**config.mk**
```make
export PLATFORM = sky130hd
export DESIGN_NAME = filter_dataflow_out
export DESIGN_NICKNAME = d
export VERILOG_FILES = /design/src/rtl/filter_dataflow_pkg.sv /design/src/rtl/filter_dataflow_out_fifo.sv /design/src/rtl/filter_dataflow_out.sv
export SDC_FILE = /design/constraint.sdc
export NUM_CORES = 1
export LEC_CHECK = 0
export ABC_AREA = 1
export BUFFER_PORTS_ARGS = -buffer_cell sky130_fd_sc_hd__buf_2
export CAP_MARGIN = 0
export CORE_ASPECT_RATIO = 1.75
export CORE_UTILIZATION = 35
export DETAILED_ROUTE_END_ITERATION = 10
export MAX_ROUTING_LAYER = met4
export PLACE_DENSITY = 0.6
export RECOVER_POWER = 100
export SLEW_MARGIN = 10
export SYNTH_ARGS = -nofsm -noshare
export SYNTH_HDL_FRONTEND = slang
export SYNTH_SLANG_ARGS = --single-unit
```
**constraint.sdc**
```tcl
create_clock -name clk -period 2.95 [get_ports clk]
set_input_delay 0.295 -clock clk [delete_from_list [all_inputs] [get_ports clk]]
set_output_delay 0.295 -clock clk [all_outputs]
set_load 0.01 [all_outputs]
```
**src/rtl/filter_dataflow_pkg.sv**
```systemverilog
// Shared definitions for the filter output dataflow: FSM state encoding and
// a width helper for counters and FIFO pointers.
package filter_dataflow_pkg;

    // Frame tracking states of the output side.
    typedef enum logic [1:0] {
        ST_IDLE   = 2'd0,
        ST_ACTIVE = 2'd1,
        ST_DRAIN  = 2'd2
    } fsm_state_e;

    // Ceiling log2; returns 0 for values of 0 or 1.
    function automatic int clog2(input int value);
        int result;
        result = 0;
        for (int i = 0; i < 31; i++) begin
            if ((1 << i) < value) begin
                result = i + 1;
            end
        end
        return result;
    endfunction

    // Width able to hold 0..value-1, never narrower than one bit.
    function automatic int cnt_w(input int value);
        int w;
        w = clog2(value);
        return (w < 1) ? 1 : w;
    endfunction

endpackage

```
**src/rtl/filter_dataflow_out_fifo.sv**
```systemverilog
// Synchronous FIFO holding {last, data} result entries. The caller only
// raises push_i when there is room (or a pop happens in the same cycle) and
// only raises pop_i when the FIFO is non-empty. The read port is a
// fall-through of the head entry and reads as zero while empty.
module sync_fifo
    import filter_dataflow_pkg::*;
#(
    parameter int WIDTH = 9,
    parameter int DEPTH = 8
) (
    input  logic                      clk,
    input  logic                      rst,
    input  logic                      push_i,
    input  logic                      pop_i,
    input  logic [WIDTH-1:0]          wdata_i,
    output logic [WIDTH-1:0]          rdata_o,
    output logic                      full_o,
    output logic                      empty_o,
    output logic [cnt_w(DEPTH):0]     count_o
);

    localparam int AW = cnt_w(DEPTH);
    localparam int CW = AW + 1;

    logic [WIDTH-1:0] mem_q [DEPTH];
    logic [AW-1:0]    wr_ptr_q, wr_ptr_d;
    logic [AW-1:0]    rd_ptr_q, rd_ptr_d;
    logic [CW-1:0]    count_q, count_d;

    // Pointer and occupancy next-state.
    always_comb begin
        wr_ptr_d = wr_ptr_q;
        rd_ptr_d = rd_ptr_q;
        count_d  = count_q;
        if (push_i) begin
            wr_ptr_d = wr_ptr_q + AW'(1);
        end
        if (pop_i) begin
            rd_ptr_d = rd_ptr_q + AW'(1);
        end
        case ({push_i, pop_i})
            2'b10:   count_d = count_q + CW'(1);
            2'b01:   count_d = count_q - CW'(1);
            default: count_d = count_q;
        endcase
    end

    // Pointer and occupancy registers.
    always_ff @(posedge clk or posedge rst) begin
        if (rst) begin
            wr_ptr_q <= '0;
            rd_ptr_q <= '0;
            count_q  <= '0;
        end else begin
            wr_ptr_q <= wr_ptr_d;
            rd_ptr_q <= rd_ptr_d;
            count_q  <= count_d;
        end
    end

    // Storage array; contents are don't-care until written.
    always_ff @(posedge clk) begin
        if (push_i) begin
            mem_q[wr_ptr_q] <= wdata_i;
        end
    end

    assign empty_o = (count_q == '0);
    assign full_o  = (count_q == CW'(DEPTH));
    assign count_o = count_q;
    assign rdata_o = empty_o ? '0 : mem_q[rd_ptr_q];

endmodule

```
**src/rtl/filter_dataflow_out.sv**
```systemverilog
// Output side of the filter dataflow. Realigns the input pixel-valid to the
// filter core latency, tracks raster position, filters or zeroes 3x3 border
// pixels, queues {last, data} results in a FIFO for a valid/ready sink and
// reports end of frame.
// Build option: define BORDER_ZERO_EN to emit border positions as zero
// (WIDTH_IMG*HEIGHT_IMG outputs per frame); leave it undefined to drop them
// ((WIDTH_IMG-2)*(HEIGHT_IMG-2) outputs per frame).
//
// Handshake: an entry transfers on a cycle where data_valid_out and
// ready_out are both high at the rising edge; while data_valid_out is high
// and ready_out is low, data_out and last_out hold their value.
module filter_dataflow_out
    import filter_dataflow_pkg::*;
#(
    parameter int DATA_WIDTH = 8,
    parameter int WIDTH_IMG  = 255,
    parameter int HEIGHT_IMG = 255,
    parameter int PIPE_LAT   = 3,
    parameter int FIFO_DEPTH = 8
) (
    input  logic                  clk,
    input  logic                  rst,
    input  logic                  enable,
    input  logic                  pix_valid_in,
    input  logic [DATA_WIDTH-1:0] data_in,
    input  logic                  ready_out,
    output logic [DATA_WIDTH-1:0] data_out,
    output logic                  data_valid_out,
    output logic                  last_out,
    output logic                  frame_done,
    output logic                  overflow,
    output logic [1:0]            fsm_state_o
);

    localparam int COL_W = cnt_w(WIDTH_IMG);
    localparam int ROW_W = cnt_w(HEIGHT_IMG);
    localparam int CNT_W = cnt_w(FIFO_DEPTH) + 1;
    localparam int EW    = DATA_WIDTH + 1;

    localparam logic [COL_W-1:0] COL_LAST = COL_W'(WIDTH_IMG - 1);
    localparam logic [ROW_W-1:0] ROW_LAST = ROW_W'(HEIGHT_IMG - 1);
    localparam logic [COL_W-1:0] COL_PEN  = COL_W'(WIDTH_IMG - 2);
    localparam logic [ROW_W-1:0] ROW_PEN  = ROW_W'(HEIGHT_IMG - 2);

    // ---------------- valid delay line ----------------
    logic [PIPE_LAT-1:0] vline_q, vline_d;
    logic                v_d;

    // Shift the input valid along only while the pipeline advances.
    always_comb begin
        vline_d = vline_q;
        if (enable) begin
            vline_d[0] = pix_valid_in;
            for (int i = 1; i < PIPE_LAT; i++) begin
                vline_d[i] = vline_q[i-1];
            end
        end
    end

    // Delay line register.
    always_ff @(posedge clk or posedge rst) begin
        if (rst) begin
            vline_q <= '0;
        end else begin
            vline_q <= vline_d;
        end
    end

    assign v_d = vline_q[PIPE_LAT-1];

    // ---------------- raster counters ----------------
    logic [COL_W-1:0] col_q, col_d;
    logic [ROW_W-1:0] row_q, row_d;
    logic             advance;
    logic             col_last, row_last, border;

    assign advance  = enable && v_d;
    assign col_last = (col_q == COL_LAST);
    assign row_last = (row_q == ROW_LAST);
    assign border   = (row_q == '0) || row_last || (col_q == '0) || col_last;

    // Column runs across the row; row steps at end of row and both wrap at frame end.
    always_comb begin
        col_d = col_q;
        row_d = row_q;
        if (advance) begin
            if (col_last) begin
                col_d = '0;
                row_d = row_last ? '0 : row_q + ROW_W'(1);
            end else begin
                col_d = col_q + COL_W'(1);
            end
        end
    end

    // Raster position registers.
    always_ff @(posedge clk or posedge rst) begin
        if (rst) begin
            col_q <= '0;
            row_q <= '0;
        end else begin
            col_q <= col_d;
            row_q <= row_d;
        end
    end

    // ---------------- write side ----------------
    logic                  wr_req;
    logic                  wr_last;
    logic [DATA_WIDTH-1:0] wr_data;

`ifdef BORDER_ZERO_EN
    // Every position is written; border positions carry zero.
    assign wr_req  = advance;
    assign wr_data = border ? '0 : data_in;
    assign wr_last = row_last && col_last;
`else
    // Only interior positions are written; the last one is the bottom-right interior pixel.
    assign wr_req  = advance && !border;
    assign wr_data = data_in;
    assign wr_last = (row_q == ROW_PEN) && (col_q == COL_PEN);
`endif

    // ---------------- FIFO ----------------
    logic             fifo_full, fifo_empty;
    logic [CNT_W-1:0] fifo_count;
    logic [EW-1:0]    fifo_rdata;
    logic             pop, push_ok, drop;
    logic             head_last, pop_last, push_last;

    // A pop in the same cycle frees the slot, so a full FIFO still accepts.
    assign pop       = !fifo_empty && ready_out;
    assign push_ok   = wr_req && (!fifo_full || pop);
    assign drop      = wr_req && fifo_full && !pop;
    assign head_last = fifo_rdata[DATA_WIDTH];
    assign pop_last  = pop && head_last;
    assign push_last = push_ok && wr_last;

    sync_fifo #(
        .WIDTH (EW),
        .DEPTH (FIFO_DEPTH)
    ) u_fifo (
        .clk     (clk),
        .rst     (rst),
        .push_i  (push_ok),
        .pop_i   (pop),
        .wdata_i ({wr_last, wr_data}),
        .rdata_o (fifo_rdata),
        .full_o  (fifo_full),
        .empty_o (fifo_empty),
        .count_o (fifo_count)
    );

    assign data_out       = fifo_rdata[DATA_WIDTH-1:0];
    assign last_out       = head_last;
    assign data_valid_out = !fifo_empty;

    // ---------------- frame FSM ----------------
    fsm_state_e       state_q, state_d;
    logic [CNT_W-1:0] lasts_q, lasts_d;
    logic [CNT_W-1:0] count_after;
    logic             frame_done_q, overflow_q;

    // lasts_q counts end-of-frame entries currently queued, so DRAIN knows
    // whether another frame's last entry is already waiting behind this one.
    always_comb begin
        lasts_d     = lasts_q + CNT_W'(push_last) - CNT_W'(pop_last);
        count_after = fifo_count + CNT_W'(push_ok) - CNT_W'(pop);
        state_d     = state_q;
        case (state_q)
            ST_IDLE: begin
                if (push_last) begin
                    state_d = ST_DRAIN;
                end else if (push_ok) begin
                    state_d = ST_ACTIVE;
                end
            end
            ST_ACTIVE: begin
                if (push_last) begin
                    state_d = ST_DRAIN;
                end
            end
            ST_DRAIN: begin
                if (pop_last) begin
                    if (lasts_d != '0) begin
                        state_d = ST_DRAIN;
                    end else if (count_after != '0) begin
                        state_d = ST_ACTIVE;
                    end else begin
                        state_d = ST_IDLE;
                    end
                end
            end
            default: state_d = ST_IDLE;
        endcase
    end

    // FSM, frame-done pulse and sticky overflow registers.
    always_ff @(posedge clk or posedge rst) begin
        if (rst) begin
            state_q      <= ST_IDLE;
            lasts_q      <= '0;
            frame_done_q <= 1'b0;
            overflow_q   <= 1'b0;
        end else begin
            state_q      <= state_d;
            lasts_q      <= lasts_d;
            frame_done_q <= pop_last;
            overflow_q   <= overflow_q || drop;
        end
    end

    assign frame_done  = frame_done_q;
    assign overflow    = overflow_q;
    assign fsm_state_o = state_q;

endmodule

```
==> results_dict.tcl <==
set metrics [dict create \
    path_class "flop to flop" \
    synth_flop_cell "edfxtp_1" \
    antenna_left 0 \
    synth_compound_area_share_pct 9.699 \
    ys_ff_latch 109 \
    wl_mm 11.08 \
    finalSetupViolCount 0 \
    peakVddDrop_v 0.0004851 \
    power_leakage_nw 2.348 \
    cts.sinks 109 \
    drtIter0Drc 137 \
    synth_edf_count 72 \
    grt_overflow_total 0 \
    grt_pass1_wl_mm 17.73 \
    yosysSeqAreaShare_pct 59.99 \
    status "finished with violations" \
    dp_hpwl_mm 7.880 \
    cts_root_buf "clkbuf_16" \
    cts_buffers 9 \
    timing.final.crit_share_pct 92.56 \
    antenna_cells 0 \
    path_clk_slew_ns 0.07 \
    dieArea_sq_um 15220 \
    fin_crit_ns 2.731 \
    total_power_mw 5.572 \
    gp_congestion 0.8009 \
    syn_nets 527 \
    final_common_cell "nor2_1" \
    viasPerCell 5.026 \
    grt_max_degree 38 \
    slowest_delay_ns 0.45 \
    die_h_microns 162.4 \
    cp_cell_sequence "inv_2, ha_1, nand3_1, buf_4, nand4_1, inv_1, ha_1, inv_1, ha_1, fa_2, nor2_1, nand2_1, nor2_1, nand3_1, nand2_1, nand3_1, nand2_1" \
    fin_skew_ns 0.005805 \
    cp.required_ns 3.24 \
    crit_slowest_cell "fa_2" \
    grtUsageTotal_pct 15.94 \
    wire_per_inst_microns 15.19 \
    arrival_ns 3.02 \
    syn_inst 488 \
    start_util_pct 35.82 \
    cap_violations 1 \
    finalHoldViolations 0 \
    synth.distinct_cells 39 \
    drc_errors 0 \
    max_slew_margin_pct -41.28 \
    chipWidth_microns 93.68 \
    async_flop_share_pct 33.94 \
    max_freq_mhz 366.2 \
    synth_adder_area_share_pct 6.757 \
    synth_simple_gate_area_share_pct 15.95 \
    io_pins 27 \
    synthMuxAreaShare_pct 0.2188 \
    syn_area_per_cell_sq_um 10.55 \
    area_growth_syn_to_layout_pct 14.37 \
    tightest_slew_ns 2.119 \
    violations "capacitance limit, slew limit" \
    cp-end-kind "flop" \
    layout-drive-gt1-share_pct 11.11 \
    slew_violations 38 \
    hold_class "input pin to flop" \
    vias 3664 \
    io_buffers 26 \
    final_nets 583 \
    whs_ns 0.1551 \
    antenna_found_initial 0 \
    rows 58 \
    cts_max_path_buffers 2 \
    fillers 1406 \
    path_max_fanout 5 \
    synthXorXnorAreaFrac_pct 2.042 \
    cts_tree "built" \
    p_per_area_nw_per_um2 946.4 \
    holdBufCountCts 0 \
    yosys_warnings 0 \
    final_cell_mix "89 x nor2_1, 72 x edfxtp_1, 59 x o21ai_0" \
    clk_latency_ns 0.34 \
    firstDrtPassIters 5 \
    grt_pass1_vias 3734 \
    core_area_sq_um 14370 \
    h-tree-depth 3 \
    syn-cell-area_sq_um 5147 \
    synth_top_family_by_area "simple AND/OR/NAND/NOR gates" \
    start_kind "flop" \
]
==> critical path, delay by kind of cell (launching register included) <==
family	cells	cell delay [ns]
simple gates	9	0.80
flops	1	0.41
fa+ha+maj	4	1.08
buf+inv	4	0.41
==> stage by stage <==
step                      setup TNS, ns  util, %  instance area [sq um]  instances  worst slack, ns
after floorplan                       0        -                   5147        488           0.3500
after global placement                0    39.03                   5608        704           0.2324
after detailed placement              0    39.03                   5608        704           0.1428
after CTS                             0    41.17                   5916        720           0.1069
after global routing          -0.008276    40.97                   5887        729        -0.008276
final                                 0    40.97                   5887        729           0.2195
==> routing by layer <==
layer  track usage (%)  vias to the layer above  share of wire, %
met3             2.988                       20               2.9
met5                 -                        -                 0
met4             6.014                        0               2.8
met2             30.25                       62                56
li1                  -                     1781                 -
met1             15.67                     1801                39
==> cells in the mapped netlist, types with 2 or more instances <==
master	count	share of area, %
nor2_1	88	6.4
edfxtp_1	72	42
o21ai_0	59	5.7
inv_1	48	3.5
nand2_1	42	3.1
dfrtp_1	37	18
ha_1	23	5.6
nand3_1	21	2.0
a21oi_1	12	1.2
nor3_1	11	1.1
a31oi_1	9	1.1
xor2_1	9	1.5
o22ai_1	8	0.97
clkbuf_1	6	0.44
nand2_2	6	0.73
buf_2	3	0.29
fa_1	3	1.2
nand4_1	3	0.36
xnor2_1	3	0.51
buf_1	2	0.15
buf_6	2	0.44
clkinv_1	2	0.15
nand2_4	2	0.44
nor2_2	2	0.24
==> state kept, by name (all words and copies together) (netlist names) <==
signal           cells
u_fifo.count_o       4
col_q                8
frame_done           1
u_fifo.rd_ptr_q      3
u_fifo.wr_ptr_q      3
lasts_q              4
vline_q              3
u_fifo.mem_q        72
overflow             1
row_q                8
fsm_state_o          2
==> final timing paths <==
path / startpoint / cells after the start / slack, ns / to
min in group asynchronous: rst / 3 / 0.71 / row_q[5]
worst min register to register: vline_q[1] / 1 / 0.51 / vline_q[2]
worst max-delay path: u_fifo.count_o[2] / 17 / 0.22 / fsm_state_o[0]
worst max register to register: u_fifo.count_o[2] / 17 / 0.22 / fsm_state_o[0]
worst min-delay path: pix_valid_in / 3 / 0.16 / vline_q[0]
max in group asynchronous: rst / 3 / 1.02 / lasts_q[1]
==> cell families (layout without fill, tap and decap cells) <==
logic type,count (synthesis),count (layout)
AO/OA/AOI/OAI,93,93
XOR/XNOR,12,12
adder cells (fa/ha/maj),26,26
buffers and inverters,66,127
flip-flops,109,109
multiplexers,1,1
AND/OR/NAND/NOR,181,181
==> power by group <==
part	internal [mW]	switching, mW
logic	0.835	1.40
clock network	0.672	0.561
registers	1.92	0.189
total	3.42	2.15
==> final cells by class <==
class	count	area [sq um]	share of cell area, %
Timing Repair Buffer	59	291.5	4.952
Multi-Input combinational cell	313	1774	30.14
Sequential cell	109	3088	52.45
Inverter	52	200.2	3.401
Tap cell	180	225.2	3.826
Clock inverter	7	82.58	1.403
Clock buffer	9	225.2	3.826
==> timing repair <==
| action | CTS | global route |
|---|---|---|
| endpoints found under the hold margin | 0 | 0 |
| setup buffers | 0 | 9 |
| resized for setup | 0 | 6 |
| endpoints found under the setup margin | 0 | 3 |
No activity file was read; power rests on OpenSTA's default activity.
